$ cat config.mk
export PLATFORM = sky130hd
export DESIGN_NAME = result_drain_ctrl
export DESIGN_NICKNAME = d
export VERILOG_FILES = /design/src/rtl/result_drain_ctrl.sv
export SDC_FILE = /design/constraint.sdc
export NUM_CORES = 2
export LEC_CHECK = 0
export CORE_UTILIZATION = 59
export CTS_BUF_LIST = sky130_fd_sc_hd__clkbuf_4
export CTS_CLUSTER_DIAMETER = 60
export DETAILED_ROUTE_END_ITERATION = 10
export HOLD_SLACK_MARGIN = 0.02
export PLACE_DENSITY_LB_ADDON = 0.05
export SETUP_SLACK_MARGIN = 0.5
export SYNTH_ARGS = -nofsm -noshare
export SYNTH_HDL_FRONTEND = slang
export SYNTH_SLANG_ARGS = --single-unit
$ cat constraint.sdc
create_clock -name clk -period 142.7 [get_ports clk]
set_input_delay 28.54 -clock clk [delete_from_list [all_inputs] [get_ports clk]]
set_output_delay 28.54 -clock clk [all_outputs]
set_load 0.01 [all_outputs]
$ cat src/rtl/result_drain_ctrl.sv
// Purpose: drains rows of partial sums from the result SRAM and streams them to the host as beats.
// Latency: the first beat is valid two cycles after start. Streaming runs bubble-free while out_ready stays high.
// Backpressure: out_ready low holds the current beat. At most 2 rows are buffered or in flight.
// Ports: clk/rst; start, base_addr, row_count (command); sram_address, sram_read_en, sram_data_in (SRAM read port);
//        out_data, out_valid, out_ready, out_row_last, out_last (host stream); busy, done (status).
module result_drain_ctrl #(
  parameter int ADDRESSSIZE    = 10,
  parameter int PARTIAL_SUM_BW = 24,
  parameter int MATRIX_SIZE    = 32,
  parameter int OUT_SUMS       = 4
) (
  input  logic                               clk,
  input  logic                               rst,
  input  logic                               start,
  input  logic [ADDRESSSIZE-1:0]             base_addr,
  input  logic [ADDRESSSIZE:0]               row_count,
  output logic [ADDRESSSIZE-1:0]             sram_address,
  output logic                               sram_read_en,
  input  logic [PARTIAL_SUM_BW*MATRIX_SIZE-1:0] sram_data_in,
  output logic [OUT_SUMS*PARTIAL_SUM_BW-1:0] out_data,
  output logic                               out_valid,
  input  logic                               out_ready,
  output logic                               out_row_last,
  output logic                               out_last,
  output logic                               busy,
  output logic                               done
);

  localparam int ROW_W  = PARTIAL_SUM_BW * MATRIX_SIZE;
  localparam int BEAT_W = OUT_SUMS * PARTIAL_SUM_BW;
  localparam int BEATS  = MATRIX_SIZE / OUT_SUMS;
  localparam int BW     = $clog2(BEATS);
  localparam logic [BW-1:0] LAST_BEAT = BW'(BEATS - 1);

  typedef enum logic [1:0] {S_IDLE, S_RUN, S_DONE} state_t;

  state_t                 state_q, state_d;
  logic [ADDRESSSIZE-1:0] base_q, base_d;
  logic [ADDRESSSIZE:0]   count_q, count_d;
  logic [ADDRESSSIZE:0]   issued_q, issued_d;
  logic [ADDRESSSIZE:0]   rows_out_q, rows_out_d;
  logic [BW-1:0]          beat_q, beat_d;
  logic                   head_q, head_d;
  logic [1:0]             occ_q, occ_d;
  logic                   rd_en_q, rd_en_d;
  logic [ADDRESSSIZE-1:0] rd_addr_q, rd_addr_d;
  logic                   pend_q;              // SRAM data for the previous read is on sram_data_in now
  logic [ROW_W-1:0]       rowbuf_q [2];

  logic       hs;
  logic       pop;
  logic       tail;
  logic [2:0] committed;

  assign out_valid    = (state_q == S_RUN) && (occ_q != 2'd0);
  assign out_data     = rowbuf_q[head_q][beat_q*BEAT_W +: BEAT_W];
  assign out_row_last = out_valid && (beat_q == LAST_BEAT);
  assign out_last     = out_row_last && ((rows_out_q + 1'b1) == count_q);
  assign busy         = (state_q == S_RUN);
  assign done         = (state_q == S_DONE);
  assign sram_address = rd_addr_q;
  assign sram_read_en = rd_en_q;

  assign hs   = out_valid && out_ready;
  assign pop  = hs && (beat_q == LAST_BEAT);
  // Pushes only happen with occupancy 0 or 1, so the tail is head + occupancy mod 2.
  assign tail = head_q ^ occ_q[0];
  // Buffered rows plus both SRAM pipeline stages; a row being popped this cycle is
  // still counted, which keeps the 2-row bound strict under any backpressure.
  assign committed = {1'b0, occ_q} + {2'b0, rd_en_q} + {2'b0, pend_q};

  always_comb begin
    state_d    = state_q;
    base_d     = base_q;
    count_d    = count_q;
    issued_d   = issued_q;
    rows_out_d = rows_out_q;
    beat_d     = beat_q;
    head_d     = head_q;
    rd_en_d    = 1'b0;
    rd_addr_d  = rd_addr_q;
    occ_d      = occ_q + {1'b0, pend_q} - {1'b0, pop};

    case (state_q)
      S_IDLE: begin
        if (start) begin
          if (row_count == '0) begin
            state_d = S_DONE;
          end else begin
            // First read goes out in the same cycle as the accept.
            state_d    = S_RUN;
            base_d     = base_addr;
            count_d    = row_count;
            issued_d   = {{ADDRESSSIZE{1'b0}}, 1'b1};
            rows_out_d = '0;
            beat_d     = '0;
            rd_en_d    = 1'b1;
            rd_addr_d  = base_addr;
          end
        end
      end
      S_RUN: begin
        if ((issued_q < count_q) && (committed < 3'd2)) begin
          rd_en_d   = 1'b1;
          rd_addr_d = base_q + issued_q[ADDRESSSIZE-1:0];
          issued_d  = issued_q + 1'b1;
        end
        if (hs) begin
          if (beat_q == LAST_BEAT) begin
            beat_d     = '0;
            head_d     = ~head_q;
            rows_out_d = rows_out_q + 1'b1;
            if (out_last) state_d = S_DONE;
          end else begin
            beat_d = beat_q + 1'b1;
          end
        end
      end
      S_DONE:  state_d = S_IDLE;
      default: state_d = S_IDLE;
    endcase
  end

  always_ff @(posedge clk or posedge rst) begin
    if (rst) begin
      state_q     <= S_IDLE;
      base_q      <= '0;
      count_q     <= '0;
      issued_q    <= '0;
      rows_out_q  <= '0;
      beat_q      <= '0;
      head_q      <= 1'b0;
      occ_q       <= '0;
      rd_en_q     <= 1'b0;
      rd_addr_q   <= '0;
      pend_q      <= 1'b0;
      rowbuf_q[0] <= '0;
      rowbuf_q[1] <= '0;
    end else begin
      state_q    <= state_d;
      base_q     <= base_d;
      count_q    <= count_d;
      issued_q   <= issued_d;
      rows_out_q <= rows_out_d;
      beat_q     <= beat_d;
      head_q     <= head_d;
      occ_q      <= occ_d;
      rd_en_q    <= rd_en_d;
      rd_addr_q  <= rd_addr_d;
      pend_q     <= rd_en_q;
      if (pend_q) rowbuf_q[tail] <= sram_data_in;
    end
  end

endmodule

==> impl_metrics.csv <==
group,metric,value,unit
setup_path,cpPeakStageDelay,0.91,ns
sta,finalCritPeriodShare,0.244,
sta,setup_tns,0,ns
cells_and_area,drive_gt1_frac,0.472,
sta,worst_slew_pin_slew,1.25,ns
pwr,cellPowerDensity,24.7,nW/µm²
job,cap_violations,0,
clock_network,cts_tree,"built",
synth,ys_seq_elements,1599,
sta,finalCriticalPeriod,34.85,ns
clock_network,clock_path_buffers,4,
synth,ys_seq_area_frac,0.559,
setup_path,worst_path_max_delay_cell,"dfrtp_4",
sta,setup_viol,0,
route,drtIter0Drc,2694,
cells_and_area,register_area,40000,µm²
global_routing,grt_pass1_vias,46300,
setup_path,cp.required,114.16,ns
worst_hold_path,hold_depth,0,
route,route.detailed.wl_per_inst,25.7,µm
synth,yosysTopAreaCellShare,0.559,
clock_network,postCtsSetupBuffers,0,
cells_and_area,area_delta_synth_final,21.8,%
synth,synth_area_leader_cell,"dfrtp_1",
sta,clock_skew,0.0693,ns
die,ios,905,
setup_path,r2r-start,"head_q$_DFFE_PP0P_",
global_routing,grt_usage,0.309,
placement,place_congestion,0.833,
synth,synth_edf_count,0,
placement,io_buffer_count,904,
route,vias_per_cell,5.90,
clock_network,clkLatencyLatePin,1.27,ns
outcome,outcome,"finished clean",
clock_network,cts_buffers,426,
sta,hold_viol,0,
setup_path,arrival,6.31,ns
worst_hold_path,worstHoldStart,"sram_read_en$_DFF_PP0_",
global_routing,grt_max_degree,176,
worst_hold_path,worst_hold_path_type,"register to register",
cells_and_area,nets,6147,
route,routed_wirelength,188000,µm
pwr,cellLeakagePower,35.9,nW
global_routing,antenna_found_initial,137,
cells_and_area,num-fill-cells,8132,
route,ant_nets,0,
setup_path,r2r_cells,7,
synth,syn-cell-area,71600,µm²
synth,synth.avg_cell_area,16.9,µm²
clock_network,clock-root-buffer,"clkbuf_4",
setup_path,path_cells,"buf_12 -> buf_4 -> buf_4 -> mux4_2 -> mux4_2 -> clkdlybuf4s50_1",
die,design.core.area,120000,µm²
setup_path,startpoint,"beat_q[0]$_DFFE_PP0P_",
route,route.detailed.drc,0,
setup_path,worst-setup-path-type,"register to output pin",
clock_network,clock_sinks,1599,
sta,grt_setup_unrepaired,"no",
global_routing,overflow,0,
setup_path,cp.depth,6,
sta,relSlewSlack,0.166,
die,die_area,123000,µm²
setup_path,endpoint_kind,"output pin",
die,start_util,0.596,
die,fp.dieW,350,µm
clock_network,cts_resized,0,
setup_path,path_max_fanout,112,
route,via_count,43200,
synth,synthFlopType,"dfrtp_1",
placement,dpl.hpwl,127000,µm
setup_path,startpoint_type,"register",
synth,yosys_warnings,0,
route,first_pass_iters,5,
global_routing,grt_pass1_wl,283000,µm
clock_network,cts_hold_buf,0,
die,die_h,350,µm
synth,synthArstFlopShare,1.00,
setup_path,path_buf_inv,4,
cells_and_area,multi_input_area,30200,µm²
cells_and_area,final_core_util,0.726,
synth,synth_area_leaders,"dfrtp_1 56%, mux2_2 23%, mux4_2 15%, mux2_1 1.6%, buf_2 1.3%",
synth,synth_nets,5057,
synth,yosysUniqueCellTypes,56,
sta,report.final.slew_viol_count,0,
clock_network,h-tree-depth,5,
synth,syn_inst,4237,
sta,fmax,28.7,MHz
setup_path,path_delay_family,"buffers and inverters",
clock_network,clkSlewWorstSetupHoldPaths,0.06,ns
die,rows,127,
pwr,irDropWorstVdd,0.0220,mV
## layout by cell type (no fill, tap or decap), types with 7 or more instances in the layout
master	Yosys	layout
buf_12	0	10
diode_2	0	90
nor2_1	32	32
dfrtp_1	1599	1595
clkinv_2	0	7
o21ai_0	36	36
mux2_2	1445	1445
a21oi_1	19	19
nor2b_1	7	7
nand3_1	13	13
mux4_2	480	480
clkdlybuf4s50_1	0	904
buf_4	2	41
a211oi_1	8	8
ha_1	26	26
mux2_1	103	103
nand2_1	35	34
nand4_1	10	10
xnor2_1	15	15
clkbuf_4	0	638
inv_1	20	19
xor2_1	13	13
o31ai_1	7	7
clkinv_1	0	62
## final cells by class
type / instances / share of cell area
multi-input cells: 2322 / 0.346
diodes: 90 / 0.00258
flip-flops and latches: 1599 / 0.459
clock buffers: 638 / 0.0549
well taps: 1612 / 0.0231
inverters: 23 / 0.00110
clock inverters: 74 / 0.00389
repair buffers: 955 / 0.110
## power breakdown
group | internal, mW | total [mW] | switching, mW
logic | 0.591 | 0.954 | 0.363
registers | 0.689 | 0.818 | 0.129
clock network | 0.205 | 0.388 | 0.183
total | 1.48 | 2.16 | 0.674
## final timing paths
check	end	slack [ns]
max	out_data[8]	107.85
min	pend_q$_DFF_PP0_	0.45
max reg2reg	rowbuf_q[1278]$_DFFE_PP0P_	136.43
min reg2reg	pend_q$_DFF_PP0_	0.45
max in group asynchronous	rowbuf_q[888]$_DFFE_PP0P_	109.99
min in group asynchronous	rowbuf_q[268]$_DFFE_PP0P_	27.89
## cells by family after synthesis
group | synth area share
AOI/OAI and AO/OA | 0.00849
xor gates and xnor gates | 0.00342
adders and majority gates | 0.00482
buffers and inverters | 0.0199
DFF | 0.559
muxes | 0.395
and+or+nand+nor | 0.00973
## sequential cells by signal, indices dropped and copies added (netlist names), 2 cells and up
register / flops
base_q: 10
beat_q: 3
count_q: 11
occ_q: 2
state_q: 2
sram_address: 10
rows_out_q: 11
issued_q: 11
rowbuf_q: 1536
## stage by stage
step / setup WS [ns] / hold WS (ns) / instances / cell area, µm² / total power [mW]
after CTS: 107.33 / 0.450 / 7223 / 87000 / 2.18
after global routing: 107.16 / 0.499 / 7291 / 87200 / 2.28
final: 107.85 / 0.446 / 7313 / 87200 / 2.16
after detailed placement: 108.53 / 0.460 / 6511 / 81900 / 1.78
after floorplan: 69.04 / 0.435 / 4237 / 71600 / 1.50
after global placement: 108.56 / 0.450 / 6511 / 81900 / 1.75
## synthesized netlist by cell type, drive strengths merged, types with 7 or more instances
master  instances
a211oi          8
a21oi          19
buf           215
clkbuf         78
dfrtp        1599
ha             26
inv            23
mux2         1548
mux4          480
nand2          36
nand3          14
nand4          10
nor2           33
nor2b           7
o21ai          42
o31ai           7
xnor2          15
xor2           13
## layer usage
layer,GRT usage,vias to the layer above,part of all wire
met5,0,-,0.0040
met4,0.158,114,0.035
met3,0.110,430,0.084
met2,0.479,1316,0.49
met1,0.386,22700,0.38
li1,-,18600,-
No activity file was read; power rests on OpenSTA's default activity.
